--- src/rtl/fib_sched.sv ---
// fib_sched: round-robin scheduler sharing one fib core between NUM_REQ requesters.
// The core polls a two-word mailbox (word 0 = start flag, word 1 = n) and reports
// its result through fib_wen/fib_data_o. Every job is guarded by a cycle timeout.
// When the timeout expires the job is answered with an error and the core is reset.
//
//   state    | meaning
//   ---------+-----------------------------------------------------------------
//   RECOVER  | fib_rst held high while the recovery counter runs down
//   IDLE     | arbitrate requesters; req_ready is the one-hot grant
//   START    | start flag visible to the core for exactly one cycle
//   RUN      | wait for the core result write or for timer expiry
//   RESP     | result presented on resp_* until the consumer accepts it
module fib_sched #(
    parameter int NUM_REQ = 4,
    parameter int ID_W    = 2,
    parameter int TIMEOUT = 1000,
    parameter int RST_CYC = 10
) (
    input  logic                   clk,
    input  logic                   rst_n,
    input  logic [NUM_REQ-1:0]     req_valid,
    input  logic [32*NUM_REQ-1:0]  req_n,
    output logic [NUM_REQ-1:0]     req_ready,
    output logic                   resp_valid,
    input  logic                   resp_ready,
    output logic [ID_W-1:0]        resp_id,
    output logic [31:0]            resp_data,
    output logic                   resp_err,
    output logic                   fib_rst,
    input  logic [31:0]            fib_addr,
    output logic [31:0]            fib_data_i,
    input  logic                   fib_wen,
    input  logic [31:0]            fib_data_o
);

    localparam int TMR_W = (TIMEOUT > 1) ? $clog2(TIMEOUT) : 1;
    localparam int CNT_W = $clog2(RST_CYC + 1);

    localparam logic [ID_W:0]    NUM_REQ_W = (ID_W+1)'(NUM_REQ);
    localparam logic [ID_W-1:0]  LAST_ID   = ID_W'(NUM_REQ - 1);
    localparam logic [TMR_W-1:0] TMR_LOAD  = TMR_W'(TIMEOUT - 1);
    localparam logic [CNT_W-1:0] CNT_LOAD  = CNT_W'(RST_CYC);

    typedef enum logic [2:0] {
        ST_RECOVER,
        ST_IDLE,
        ST_START,
        ST_RUN,
        ST_RESP
    } state_t;

    state_t           state_q,      state_d;
    logic [CNT_W-1:0] rst_cnt_q,    rst_cnt_d;
    logic [TMR_W-1:0] timer_q,      timer_d;
    logic [31:0]      n_q,          n_d;
    logic             start_q,      start_d;
    logic [ID_W-1:0]  rr_q,         rr_d;
    logic [ID_W-1:0]  id_q,         id_d;
    logic             resp_valid_q, resp_valid_d;
    logic [31:0]      resp_data_q,  resp_data_d;
    logic             resp_err_q,   resp_err_d;
    logic             fib_rst_q,    fib_rst_d;

    logic [31:0]      req_n_a [NUM_REQ];
    logic             gnt_any;
    logic [ID_W-1:0]  gnt_idx;
    logic [ID_W:0]    scan;

    for (genvar gi = 0; gi < NUM_REQ; gi++) begin : g_unpack
        assign req_n_a[gi] = req_n[32*gi +: 32];
    end

    // Round-robin search: first valid requester at or above rr_q, wrapping to 0.
    always_comb begin
        gnt_any = 1'b0;
        gnt_idx = '0;
        scan    = '0;
        for (int k = 0; k < NUM_REQ; k++) begin
            scan = {1'b0, rr_q} + (ID_W+1)'(k);
            if (scan >= NUM_REQ_W) begin
                scan = scan - NUM_REQ_W;
            end
            if (!gnt_any && req_valid[scan[ID_W-1:0]]) begin
                gnt_any = 1'b1;
                gnt_idx = scan[ID_W-1:0];
            end
        end
    end

    // Grant is only offered while idle, so at most one transfer per job.
    always_comb begin
        req_ready = '0;
        if (state_q == ST_IDLE && gnt_any) begin
            req_ready[gnt_idx] = 1'b1;
        end
    end

    // Mailbox read port seen by the core: word 1 is n, everything else reads the start flag.
    assign fib_data_i = (fib_addr == 32'd1) ? n_q : {31'b0, start_q};

    // Next-state and next-output computation for the job sequencer.
    always_comb begin
        state_d      = state_q;
        rst_cnt_d    = rst_cnt_q;
        timer_d      = timer_q;
        n_d          = n_q;
        start_d      = 1'b0;
        rr_d         = rr_q;
        id_d         = id_q;
        resp_valid_d = resp_valid_q;
        resp_data_d  = resp_data_q;
        resp_err_d   = resp_err_q;
        fib_rst_d    = fib_rst_q;

        case (state_q)
            ST_RECOVER: begin
                fib_rst_d = 1'b1;
                if (rst_cnt_q <= CNT_W'(1)) begin
                    state_d   = ST_IDLE;
                    fib_rst_d = 1'b0;
                end else begin
                    rst_cnt_d = rst_cnt_q - CNT_W'(1);
                end
            end

            ST_IDLE: begin
                if (gnt_any) begin
                    n_d     = req_n_a[gnt_idx];
                    id_d    = gnt_idx;
                    rr_d    = (gnt_idx == LAST_ID) ? '0 : gnt_idx + ID_W'(1);
                    start_d = 1'b1;
                    state_d = ST_START;
                end
            end

            ST_START: begin
                timer_d = TMR_LOAD;
                state_d = ST_RUN;
            end

            ST_RUN: begin
                // A result write on the expiry cycle still counts as success.
                if (fib_wen) begin
                    resp_data_d  = fib_data_o;
                    resp_err_d   = 1'b0;
                    resp_valid_d = 1'b1;
                    state_d      = ST_RESP;
                end else if (timer_q == '0) begin
                    resp_data_d  = 32'd0;
                    resp_err_d   = 1'b1;
                    resp_valid_d = 1'b1;
                    state_d      = ST_RESP;
                end else begin
                    timer_d = timer_q - TMR_W'(1);
                end
            end

            ST_RESP: begin
                if (resp_ready) begin
                    resp_valid_d = 1'b0;
                    if (resp_err_q) begin
                        state_d   = ST_RECOVER;
                        rst_cnt_d = CNT_LOAD;
                        fib_rst_d = 1'b1;
                    end else begin
                        state_d = ST_IDLE;
                    end
                end
            end

            default: begin
                state_d   = ST_RECOVER;
                rst_cnt_d = CNT_LOAD;
                fib_rst_d = 1'b1;
            end
        endcase
    end

    // State and registered outputs; reset drops any job in flight.
    always_ff @(posedge clk or negedge rst_n) begin
        if (!rst_n) begin
            state_q      <= ST_RECOVER;
            rst_cnt_q    <= CNT_LOAD;
            timer_q      <= '0;
            n_q          <= 32'd0;
            start_q      <= 1'b0;
            rr_q         <= '0;
            id_q         <= '0;
            resp_valid_q <= 1'b0;
            resp_data_q  <= 32'd0;
            resp_err_q   <= 1'b0;
            fib_rst_q    <= 1'b1;
        end else begin
            state_q      <= state_d;
            rst_cnt_q    <= rst_cnt_d;
            timer_q      <= timer_d;
            n_q          <= n_d;
            start_q      <= start_d;
            rr_q         <= rr_d;
            id_q         <= id_d;
            resp_valid_q <= resp_valid_d;
            resp_data_q  <= resp_data_d;
            resp_err_q   <= resp_err_d;
            fib_rst_q    <= fib_rst_d;
        end
    end

    assign resp_valid = resp_valid_q;
    assign resp_id    = id_q;
    assign resp_data  = resp_data_q;
    assign resp_err   = resp_err_q;
    assign fib_rst    = fib_rst_q;

endmodule

--- config.mk ---
export PLATFORM = sky130hd
export DESIGN_NAME = fib_sched
export DESIGN_NICKNAME = d
export VERILOG_FILES = /design/src/rtl/fib_sched.sv
export SDC_FILE = /design/constraint.sdc
export NUM_CORES = 1
export LEC_CHECK = 0
export BUFFER_PORTS_ARGS = -buffer_cell sky130_fd_sc_hd__buf_4
export CORE_MARGIN = 2
export CORE_UTILIZATION = 46
export CTS_CLUSTER_DIAMETER = 50
export DETAILED_ROUTE_END_ITERATION = 6
export MAX_ROUTING_LAYER = met4
export PLACE_DENSITY_LB_ADDON = 0.12
export REMOVE_ABC_BUFFERS = 1
export SLEW_MARGIN = 20
export SYNTH_ARGS = -nofsm -noshare
export SYNTH_HDL_FRONTEND = slang
export SYNTH_SLANG_ARGS = --single-unit
--- constraint.sdc ---
create_clock -name clk -period 2.4 [get_ports clk]
set_input_delay 0.48 -clock clk [delete_from_list [all_inputs] [get_ports clk]]
set_output_delay 0.48 -clock clk [all_outputs]
set_load 0.005 [all_outputs]
==> results of run 1 <==
worst paths after layout:
| path | startpoint | end | cells after the start |
|---|---|---|---|
| worst max-delay path | rr_q[1]$_DFFE_PN0P_ | req_ready[2] | 6 |
| worst min-delay path | rst_n | rst_cnt_q[0]$_DFFE_PN0P_ | 1 |
| worst min register to register | resp_id[1]$_DFFE_PN0P_ | resp_id[1]$_DFFE_PN0P_ | 2 |
| max in group asynchronous | rst_n | n_q[22]$_DFFE_PN0P_ | 2 |
| worst max register to register | timer_q[0]$_DFFE_PN0P_ | timer_q[2]$_DFFE_PN0P_ | 7 |
| min in group clk | fib_data_o[14] | resp_data[14]$_DFFE_PN0P_ | 2 |
cells in the final DEF (no fill, tap or decap), drive strengths merged, types with 6 or more instances in the layout:
master and n:
a21o 33, a21oi 9, a22o 32, and2 33, buf 295, clkbuf 10, dfrtp 86, inv 8
mux2i 36, nand2 45, nand2b 7, nand3 6, nand4 34, nor2 23, nor3 9, nor4 9
o211ai 34, o21ai 9, o31ai 32
per-stage QoR:
stage          total power (W)  std cells  area [sq um]  hold slack (ps)  util (%)
2_1_floorplan          0.00431        487          4950              184         -
3_3_place_gp           0.00572        922          7400              463      67.7
3_5_place_dp           0.00584        922          7400              464      67.7
4_1_cts                0.00730        938          7710              178      70.5
5_1_grt                0.00778        938          7740              216      70.7
6_report               0.00729        938          7740              156      70.7
per-layer routing:
metal	GRT usage, %	part of all wire [%]
met5	-	0
met4	9.73	2.8
met3	6.00	7.7
met2	47.7	49
met1	36.6	41
kinds of logic (layout without fill, tap and decap cells):
family          count (synthesis)  in the layout  share of synthesized area [%]
simple gates                  184            184                           19.3
compound gates                161            161                           23.6
xor+xnor                        6              6                           1.01
buf+inv                        55            318                           5.18
mux                            37             37                           7.16
flops                          89             89                           43.0
fa+ha+maj                       3              3                          0.723
power groups by stage:
stage / sequential [W] / combinational [W] / clock (W)
floorplan: 0.00251 / 0.00180 / 0
global placement: 0.00257 / 0.00316 / 0
detailed placement: 0.00256 / 0.00328 / 0
CTS: 0.00256 / 0.00328 / 0.00146
global route: 0.00263 / 0.00361 / 0.00154
finish: 0.00257 / 0.00328 / 0.00144
layout make-up:
| type | count | area [sq um] |
|---|---|---|
| Multi-Input combinational cell | 391 | 2730 |
| Inverter | 7 | 31.3 |
| Clock inverter | 6 | 66.3 |
| Timing Repair Buffer | 295 | 2260 |
| Clock buffer | 10 | 239 |
| Fill cell | 862 | 3200 |
| Sequential cell | 89 | 2230 |
| Tap cell | 140 | 175 |
sequential cells by signal (all words and copies together), names as in the netlist:
| signal | cells |
|---|---|
| resp_err | 1 |
| fib_rst | 1 |
| rst_cnt_q | 4 |
| resp_data | 32 |
| state_q | 3 |
| rr_q | 2 |
| start_q | 1 |
| resp_valid | 1 |
| n_q | 32 |
| resp_id | 2 |
| timer_q | 10 |
worst max-delay path, stage by stage (launching register included):
cell and delay (ps):
dfrtp_1 430, nand2_1 140, a311oi_2 360, nor2_1 170, nand2_2 150, nor2_1 60, buf_4 150
==> results by stage, run 1 <==
Worst setup path:
- The critical path data arrival time is approximately 1800 ps.
- The startpoint type of the worst setup path is a flop.
- At the worst endpoint, the required time is about 1900 ps.
- The maximum fanout encountered on the critical timing path is 5.
- STA classifies the critical path endpoint as a primary output.
- The minimum setup slack among reg-to-reg paths is 210 ps.
- The critical path class is reg -> out.

Routing:
- For this block, the routed nets add up to roughly 17 mm of wire.
- The number of iterations in the first detailed-routing pass is 5.
- The average routed wire per standard cell is around 18 um.
- In the routed design, unresolved DRC markers number 0.
- The average vias per placed instance is around 5.7.
- The detailed router placed 5382 vias in this run.
- In this run, the number of DRC markers left after iteration 0 of detailed routing was 390.
- In this run the remaining antenna-violating nets after routing total 0.

Logic synthesis:
- In the post-synthesis netlist, the cell with the most instances is dfrtp_1.
- Of the post-synthesis cell area, the dominant cell type holds between 40% and 50%.
- After synthesis the netlist holds a flip-flop and latch count of 89.
- Counting every instance in the synthesized netlist gives 535.
- The post-synthesis cell type count is 52.
- The cell type with the highest aggregate area in the netlist is dfrtp_1.
- The total of warnings raised by yosys is 0.
- Of all flip-flops after synthesis, the portion carrying an async set or reset was 100%.
- The commonest register cell after synthesis is dfrtp_1.
- Counting flops with a built-in enable in the synthesized netlist gives 0.
- The average size of a mapped cell is ~9.7 sq um.
- The mapped netlist covers slightly above 0.005 sq mm.
- After synthesis, the cell types taking the most area are dfrtp_1, mux2i_1, a22o_1.
- The proportion of synthesized chip area in sequential cells is a little over two fifths.
- After synthesis, the most frequently instantiated cells are dfrtp_1, nand2_1, mux2i_1.

Global routing:
- The initial antenna violation count came to 0.
- The largest net degree at the start of global routing is approximately 50.
- The via count of the first global-routing pass came to approximately 5200.
- After global routing the overflow that remains totals 0.
- The first global-routing pass estimated 26.7 mm of wire.
- The all-layer global routing usage is 29.3%.

Cells and area:
- The count of nets after finishing is around 1000.
- The area overhead of the layout relative to synthesis is 49.0%.
- The number of diodes is 0.
- The proportion of layout cells with a drive suffix above 1 is between 40% and 50%.

Pwr:
- Combinational logic burns between 40% and 50% of the power.
- Summed over all nets, the switching power comes to approximately 0.0027 W.
- Per report_power, the sequential group accounts for 35.2% of the total.
- Of the total power, the share spent switching nets is 36.4%.
- In this run, the clock network consumes roughly a fifth of the power.
- Power spread over the standard cell area amounts to about 940 mW/mm^2.
- The cell internal power dissipation is around 0.0046 W.
- The maximum ir drop on the vdd rail is approximately 670 uV.
- The analysis attributes to cell leakage a power of around 3.8 nW.

STA:
- Clock skew on the completed layout was measured at 6.54 ps.
- The highest achievable clock rate is 0.437 GHz.
- The shortest clock period the worst path allows after layout is ~2300 ps.
- The final hold violation count is 0.
- Summed over all failing endpoints, the final setup total negative slack is 0 ps.
- Setup violations remaining at the end of the flow were counted as 0.
- The worst setup margin is about 110 ps.
- The final critical path takes up 95.3% of the cycle.
- Setup repair after global routing left no endpoint under its margin.
- The count of final max-slew check failures was 0.
- In this run the tightest slew margin relative to its limit is 58.7%.
- At the pin with the least slew margin, the transition time is ~620 ps.

Floorplan:
- The die extent in y is 110 um.
- For this design the top-level I/O count stands at roughly 270.
- In this run the horizontal extent of the chip is between 100 and 150 um.
- The floorplan step defined a die boundary enclosing 0.0122 sq mm.
- The area of the placeable core is 0.0109 sq mm.
- The initialized floorplan defines 38 standard-cell rows.
- For this configuration, the core starts out at a cell density of between 40% and 50%.

Placed design:
- Buffers placed on the I/O ports in this run total ~270.
- Before CTS, the worst setup slack after placement is approximately 170 ps.
- The half-perimeter wire length of the detailed placement result is ~13 mm.
- The placer's final routability congestion estimate is about 0.89.

Clock tree:
- CTS built an H-tree with a depth of 3.
- TritonCTS built the clock tree.
- Counting along the longest clock path gives a buffer depth of 2.
- For this design, the CTS-stage hold fixing added 0 buffers.
- The clock drives 89 sinks.
- The total setup buffers inserted after CTS is 0.
- The cell sitting at the root of the clock tree is a clkbuf_16.
- The number of buffers added by the clock tree synthesis step is 9.
- The clock latency reported for the late side of the worst-skew pair is around 340 ps.
- The clock slew seen by the registers of the worst setup and hold paths is roughly 60 ps.
- Gates resized during post-CTS repair numbered 0.

Flow run:
- The max-cap violation count is 0.

Hold path:
- The min-delay analysis places its worst path in the category in -> async.

Status:
- The flow ran to the end, and the final reports show no timing, DRC or antenna violations.
(Power assumes the default switching activity.)
==> run 2: changes to the inputs <==
--- a/config.mk
+++ b/config.mk
@@ -10,6 +10,7 @@
 export CORE_UTILIZATION = 46
 export CTS_CLUSTER_DIAMETER = 50
 export DETAILED_ROUTE_END_ITERATION = 6
+export GPL_TIMING_DRIVEN = 0
 export MAX_ROUTING_LAYER = met4
 export PLACE_DENSITY_LB_ADDON = 0.12
 export REMOVE_ABC_BUFFERS = 1
==> run 2 against run 1 <==
Global-route usage is 4.5 points higher. Via count is 5.4% higher. First-iteration DRC count up 6.7%. Combinational power grew 14%. Register-to-register slack worse by 60 ps. Clock skew fell by 0.96 ps. Setup slack worse by 82 ps. Non-clock buffer count increased by 14. Final cell count grew 2.5%. Maximum frequency down 3.5%. Sequential power is essentially flat. Critical path type is now in -> out. Largest cell class unchanged. Highest routed layer unchanged.
==> results by stage, run 2 (same netlist as run 1, synthesis figures left out) <==
Worst setup path:
- Ordered cell list for the critical path: buf_4 -> nor4_4 -> nand4_1 -> buf_6 -> nor2_4 -> buf_6 -> and2_1 -> buf_4 (was nand2_1 -> a311oi_2 -> nor2_1 -> nand2_2 -> nor2_1 -> buf_4).
- The peak per-stage delay on the critical path is 300 ps (was 430 ps).
- The critical path class is in -> out (was reg -> out).
- The depth of the worst register-to-register path is 6 (was 7).
- The worst setup path startpoint is fib_addr[9] (was rr_q[1]$_DFFE_PN0P_).
- The startpoint type of the worst setup path is a primary input (was flop).
- The slowest cell on the critical path is nor4_4 (was dfrtp_1).
- The number of buffers and inverters on the critical path is 4 (was 1).
- The minimum setup slack among reg-to-reg paths is 150 ps (was 210 ps).
- The maximum fanout encountered on the critical timing path is 9 (was 5).
- The critical path required time is 1920 ps (about the same).
- The kind of cell adding the most delay to the critical path is simple AND/OR/NAND/NOR gates (unchanged).
- The total number of cells along the worst setup path is 8 (was 6).
- The capture point of the worst reg-to-reg path is resp_data[16]$_DFFE_PN0P_ (was timer_q[2]$_DFFE_PN0P_).
- The critical path endpoint category is a primary output (unchanged).
- The critical path data arrival time was 1890 ps (was 1810 ps).
- The startpoint of the worst register-to-register path was timer_q[0]$_DFFE_PN0P_ (unchanged).
- The capture point of the critical path is fib_data_i[25] (was req_ready[2]).

Routing:
- The average vias per placed instance came to 5.90 (was 5.74).
- The number of DRC violations after detailed routing is 0 (unchanged).
- The total detailed-routing wirelength came to 20.3 mm (was 17.3 mm).
- The detailed-route via count came to 5672 (was 5382).
- The DRC marker count from the first detailed-route iteration is 416 (was 390).
- The residual antenna-violating net count after detailed routing came to 0 (unchanged).
- The number of iterations in the first detailed-routing pass is 5 (unchanged).
- The average routed wire per standard cell is 21.1 um (was 18.5 um).

Global routing:
- The met2 capacity usage during global routing was 54.1% (was 47.7%).
- The all-layer global routing usage is 33.8% (was 29.3%).
- The via count of the first global-routing pass is 5535 (was 5241).
- The largest net degree at the start of global routing is 90 (was 51).
- The met3 capacity usage during global routing is 7.52% (was 6.00%).
- The overflow left after global routing is 0 (unchanged).
- The initial antenna violation count is 1 (was 0).
- The met1 demand-to-capacity share in global routing came to 39.4% (was 36.6%).
- The wire length of the first global-routing pass was 29.8 mm (was 26.7 mm).
- The layer with the highest usage after global routing was met2 (unchanged).

Floorplan:
- The full die area is 0.0122 sq mm (unchanged).
- The number of placement rows is 38 (unchanged).
- The floorplan die width is 110 um (unchanged).
- The number of top-level design ports was 273 (unchanged).
- The die extent in y is 110 um (unchanged).
- The effective utilization at floorplan is 47.5% (unchanged).
- The area of the placeable core is 0.0109 sq mm (unchanged).

Clock tree:
- The number of buffers added by the clock tree synthesis step came to 9 (unchanged).
- The depth of the CTS H-tree is 3 (unchanged).
- The clock slew seen by the registers of the worst setup and hold paths is 70 ps (was 60 ps).
- The deepest clock path buffer count is 2 (unchanged).
- The total clock sinks was 89 (unchanged).
- The clock tree root buffer cell is clkbuf_16 (unchanged).
- The hold buffer count at CTS was 0 (unchanged).
- The clock latency reported for the late side of the worst-skew pair came to 340 ps (about the same).
- The clock tree from TritonCTS is yes (unchanged).

Placed design:
- The placer's final routability congestion estimate was 0.884 (was 0.886).
- The half-perimeter wire length of the detailed placement result is 12.0 mm (was 12.7 mm).
- The placed standard-cell area came to 0.00731 sq mm (was 0.00740 sq mm).
- The number of placed cells counting well taps came to 902 (was 922).
- The number of port buffers is 272 (unchanged).
- The worst slack at placement came to -1130 ps (was 168 ps).

Cells and area:
- The proportion of layout cells with a drive suffix above 1 is 46.5% (was 42.5%).
- Highest-count cells in the layout ignoring fill and taps: buf_4, dfrtp_1, nand2_1 (unchanged).
- The final non-filler cell area was 0.00817 sq mm (was 0.00774 sq mm).
- The leading cell type in the layout, fill and taps excluded was buf_4 (unchanged).
- The area overhead of the layout relative to synthesis is 57.3% (was 49.0%).
- The final instance count without filler cells is 961 (was 938).
- The count of nets after finishing is 1018 (was 996).

Pwr:
- The maximum ir drop on the vdd rail is 613 uV (was 673 uV).
- The power density relative to cell area is 953 mW/mm^2 (was 942 mW/mm^2).
- The leakage component of the power is 3.95 nW (was 3.79 nW).

STA:
- The headroom to the max-slew limit came to 43.3% (was 58.7%).
- The slew at the pin with the worst max-slew slack is 850 ps (was 619 ps).
- The worst clock skew is 5.58 ps (was 6.54 ps).
- RSZ-0062 raised after global routing: true (was false).
- The final hold violation count is 0 (unchanged).
- The worst setup margin came to 30.3 ps (was 113 ps).
- The highest achievable clock rate is 0.422 GHz (was 0.437 GHz).
- The shortest clock period the worst path allows after layout came to 2370 ps (was 2290 ps).
- The count of final max-slew check failures was 0 (unchanged).
- The final critical-path share of the clock period came to 98.7% (was 95.3%).
- The number of setup violations in the final report was 0 (unchanged).

Flow run:
- The max-cap violation count is 0 (unchanged).

Hold path:
- The path category of the worst min-delay check is in -> async (unchanged).

Status:
- Result of the run: completed (unchanged).
## run 2: worst register-to-register path: stages (launching register included)
cell and delay, ps:
dfrtp_1 420, inv_1 70, ha_1 210, or4b_4 520, nor3_4 320, o21ai_4 290
a22o_1 300
## run 2: worst min-delay path by stage
stage               slack (ps)  depth (start not counted)                         to
floorplan                  180                          0         n_q[0]$_DFFE_PN0P_
global route               270                          1     resp_valid$_DFFE_PN0P_
finish                     190                          1     resp_valid$_DFFE_PN0P_
detailed placement         470                          2     resp_id[0]$_DFFE_PN0P_
CTS                        350                          2  resp_data[11]$_DFFE_PN0P_
global placement           460                          2     resp_id[1]$_DFFE_PN0P_
## run 2: per-layer routing
| metal | part of all wire, % | wire, um | vias to the layer above |
|---|---|---|---|
| li1 | - | - | 2586 |
| met1 | 38 | 7680 | 2697 |
| met2 | 48 | 9740 | 311 |
| met3 | 9.3 | 1880 | 78 |
| met4 | 5.0 | 1020 | 0 |
| met5 | 0 | 0 | - |
## run 2: timing repair
item,4_1_cts,5_1_grt
pin swaps,12,6
buffers inserted,18,16
endpoints found under the setup margin,70,53
gates cloned,8,0
resized for setup,27,17
## run 2: metrics by stage
step           total power [W]  setup TNS [ps]  util [%]  hold slack (ps)
3_3_place_gp           0.00551          -90600      65.6              464
4_1_cts                0.00757           -1.78      72.7              353
5_1_grt                0.00827           -5.40      74.7              272
6_report               0.00778               0      74.7              189
2_1_floorplan          0.00431          -10190         -              184
3_5_place_dp           0.00574          -33000      66.9              474
## run 2: where the power goes
part,leakage (nW),total (W),internal [W],switching [W]
combinational,2.73,0.00374,0.00184,0.00190
clock,0.148,0.00147,0.000869,0.000605
sequential,1.07,0.00257,0.00216,0.000414
## run 2: cell type report
cell class / count / area (sq um)
sequential: 89 / 2240
fill: 786 / 2770
inverter: 7 / 36.3
clock inverter: 5 / 62.6
multi-input combinational: 399 / 3010
clock buffer: 11 / 253
tap: 140 / 175
timing repair buffer: 309 / 2390
antenna: 1 / 2.50
==> run 3: changes to the inputs <==
--- a/config.mk
+++ b/config.mk
@@ -13,6 +13,7 @@
 export GPL_TIMING_DRIVEN = 0
 export MAX_ROUTING_LAYER = met4
 export PLACE_DENSITY_LB_ADDON = 0.12
+export RECOVER_POWER = 100
 export REMOVE_ABC_BUFFERS = 1
 export SLEW_MARGIN = 20
 export SYNTH_ARGS = -nofsm -noshare
==> run 3 against run 2 <==
Sequential share of layout area rose by 0.20 points. Total power is 1.4% lower. Register-to-register slack about the same. Highest routed layer unchanged. Largest power group unchanged. Non-clock buffer count is the same.
==> results by stage, run 3 (same netlist as run 1, synthesis figures left out) <==
STA:
- The worst clock skew was 5.55 ps (was 5.58 ps).
- The headroom to the max-slew limit is 42.8% (was 43.3%).
- The final hold violation count is 0 (unchanged).
- The highest achievable clock rate is 0.422 GHz (about the same).
- The post-route worst hold slack is 157 ps (was 189 ps).
- The shortest clock period the worst path allows after layout is 2370 ps (about the same).
- The count of final max-slew check failures was 0 (unchanged).
- The final critical-path share of the clock period is 98.7% (about the same).
- The slew at the pin with the worst max-slew slack is 858 ps (was 850 ps).
- The number of setup violations in the final report is 0 (unchanged).
- The worst setup margin was 31.4 ps (was 30.3 ps).
- RSZ-0062 raised after global routing: true (unchanged).

Worst setup path:
- The depth of the worst register-to-register path was 6 (unchanged).
- The critical path class is in -> out (unchanged).
- The number of buffers and inverters on the critical path is 4 (unchanged).
- The critical path endpoint category is a primary output (unchanged).
- The startpoint type of the worst setup path is a primary input (unchanged).
- The worst setup path startpoint is fib_addr[9] (unchanged).
- The minimum setup slack among reg-to-reg paths is 150 ps (about the same).
- The slowest cell on the critical path is nor4_4 (unchanged).
- The peak per-stage delay on the critical path came to 290 ps (was 300 ps).
- The capture point of the worst reg-to-reg path is resp_data[16]$_DFFE_PN0P_ (unchanged).
- The critical path data arrival time is 1890 ps (about the same).
- The kind of cell adding the most delay to the critical path was simple AND/OR/NAND/NOR gates (unchanged).
- The startpoint of the worst register-to-register path is timer_q[0]$_DFFE_PN0P_ (unchanged).
- Ordered cell list for the critical path: buf_4 -> nor4_4 -> nand4_1 -> buf_6 -> nor2_4 -> buf_6 -> and2_1 -> buf_4 (unchanged).
- The critical path required time is 1920 ps (about the same).
- The maximum fanout encountered on the critical timing path is 9 (unchanged).

Status:
- Result of the run: completed (unchanged).

Cells and area:
- The count of nets after finishing is 1018 (unchanged).
- The sequential standard cell area is 0.00224 sq mm (unchanged).
- Highest-count cells in the layout ignoring fill and taps: buf_4, dfrtp_1, nand2_1 (unchanged).
- The area overhead of the layout relative to synthesis was 56.2% (was 57.3%).
- The leading cell type in the layout, fill and taps excluded is buf_4 (unchanged).
- The proportion of layout cells with a drive suffix above 1 is 44.8% (was 46.5%).
- The filler cell count is 803 (was 786).
- The area taken by multi-input logic gates is 0.00298 sq mm (was 0.00301 sq mm).
- The share of the core filled with cells in the final layout is 74.1% (was 74.7%).
- The final non-filler cell area was 0.00811 sq mm (was 0.00817 sq mm).

Placed design:
- The half-perimeter wire length of the detailed placement result was 12.0 mm (unchanged).
- The placed standard-cell area was 0.00731 sq mm (unchanged).
- The worst slack at placement is -1130 ps (unchanged).
- The number of port buffers was 272 (unchanged).
- The placer's final routability congestion estimate is 0.884 (unchanged).

Global routing:
- The wire length of the first global-routing pass is 29.8 mm (unchanged).
- The all-layer global routing usage is 33.8% (unchanged).
- The largest net degree at the start of global routing was 90 (unchanged).
- The initial antenna violation count was 1 (unchanged).
- The via count of the first global-routing pass is 5535 (unchanged).
- The overflow left after global routing came to 0 (unchanged).

Floorplan:
- The full die area came to 0.0122 sq mm (unchanged).
- The die extent in y is 110 um (unchanged).
- The area of the placeable core was 0.0109 sq mm (unchanged).
- The floorplan die width is 110 um (unchanged).
- The effective utilization at floorplan is 47.5% (unchanged).
- The number of placement rows was 38 (unchanged).
- The number of top-level design ports is 273 (unchanged).

Routing:
- The DRC marker count from the first detailed-route iteration was 435 (was 416).
- The average vias per placed instance is 5.93 (was 5.90).
- The residual antenna-violating net count after detailed routing is 0 (unchanged).
- The number of iterations in the first detailed-routing pass is 5 (unchanged).
- The average routed wire per standard cell is 21.2 um (was 21.1 um).
- The number of DRC violations after detailed routing is 0 (unchanged).
- The total detailed-routing wirelength is 20.4 mm (was 20.3 mm).
- The detailed-route via count is 5695 (was 5672).

Clock tree:
- The clock latency reported for the late side of the worst-skew pair came to 340 ps (about the same).
- The total clock sinks is 89 (unchanged).
- The depth of the CTS H-tree is 3 (unchanged).
- The number of buffers added by the clock tree synthesis step is 9 (unchanged).
- The clock tree root buffer cell is clkbuf_16 (unchanged).
- The hold buffer count at CTS came to 0 (unchanged).
- The deepest clock path buffer count came to 2 (unchanged).
- The clock slew seen by the registers of the worst setup and hold paths was 70 ps (about the same).
- The clock tree from TritonCTS was yes (unchanged).

Pwr:
- The overall power of the completed layout is 0.00767 W (was 0.00778 W).
- The maximum ir drop on the vdd rail was 609 uV (was 613 uV).
- The leakage component of the power is 3.89 nW (was 3.95 nW).
- The power density relative to cell area came to 947 mW/mm^2 (was 953 mW/mm^2).

Hold path:
- The path category of the worst min-delay check is in -> async (unchanged).

Flow run:
- The max-cap violation count is 0 (unchanged).
-- run 3: changes by cell type in the layout (fill, tap and decap cells not counted), sizes merged --
cell	before	now
buf	309	270
clkbuf	11	50
-- run 3: layout make-up --
class | instances | area share [%]
Multi-Input combinational cell | 399 | 36.8
Timing Repair Buffer | 309 | 29.1
Sequential cell | 89 | 27.6
Clock buffer | 11 | 3.12
Tap cell | 140 | 2.16
Clock inverter | 5 | 0.772
Inverter | 7 | 0.448
Antenna cell | 1 | 0.0309
-- run 3: how the worst max path moves through the flow --
| stage | cells after the start | to |
|---|---|---|
| 6_report | 8 | fib_data_i[25] |
| 5_1_grt | 7 | fib_data_i[0] |
| 4_1_cts | 6 | req_ready[2] |
| 3_5_place_dp | 6 | req_ready[1] |
| 3_3_place_gp | 7 | req_ready[2] |
| 2_1_floorplan | 4 | req_ready[1] |
-- run 3: through the flow --
stage               TNS [ps]  cells
floorplan             -10190    487
global placement      -90600    899
CTS                    -1.78    944
finish                     0    961
global route           -2.07    961
detailed placement    -33000    902
-- run 3: worst register-to-register path, cell delays in order (launching register included) --
cell	delay [ps]
dfrtp_1	420
inv_1	80
ha_1	200
or4b_4	510
nor3_4	330
o21ai_4	300
a22o_1	290
-- run 3: timing repair --
action,CTS,global route
gates cloned,8,0
pin swaps,12,6
endpoints found under the setup margin,70,53
buffers inserted,18,16
gates resized for setup,27,17
-- run 3: layer usage --
layer  GRT usage, %  part of all wire (%)
met5              -                     0
met3           7.52                   9.4
met4           19.1                   5.0
met1           39.4                    38
met2           54.1                    48
-- run 3: power breakdown --
group	internal, W	leakage, nW	total (W)	switching [W]
logic	0.00175	2.67	0.00364	0.00188
clock network	0.000869	0.148	0.00147	0.000606
registers	0.00215	1.07	0.00256	0.000407
total	0.00478	3.89	0.00767	0.00290
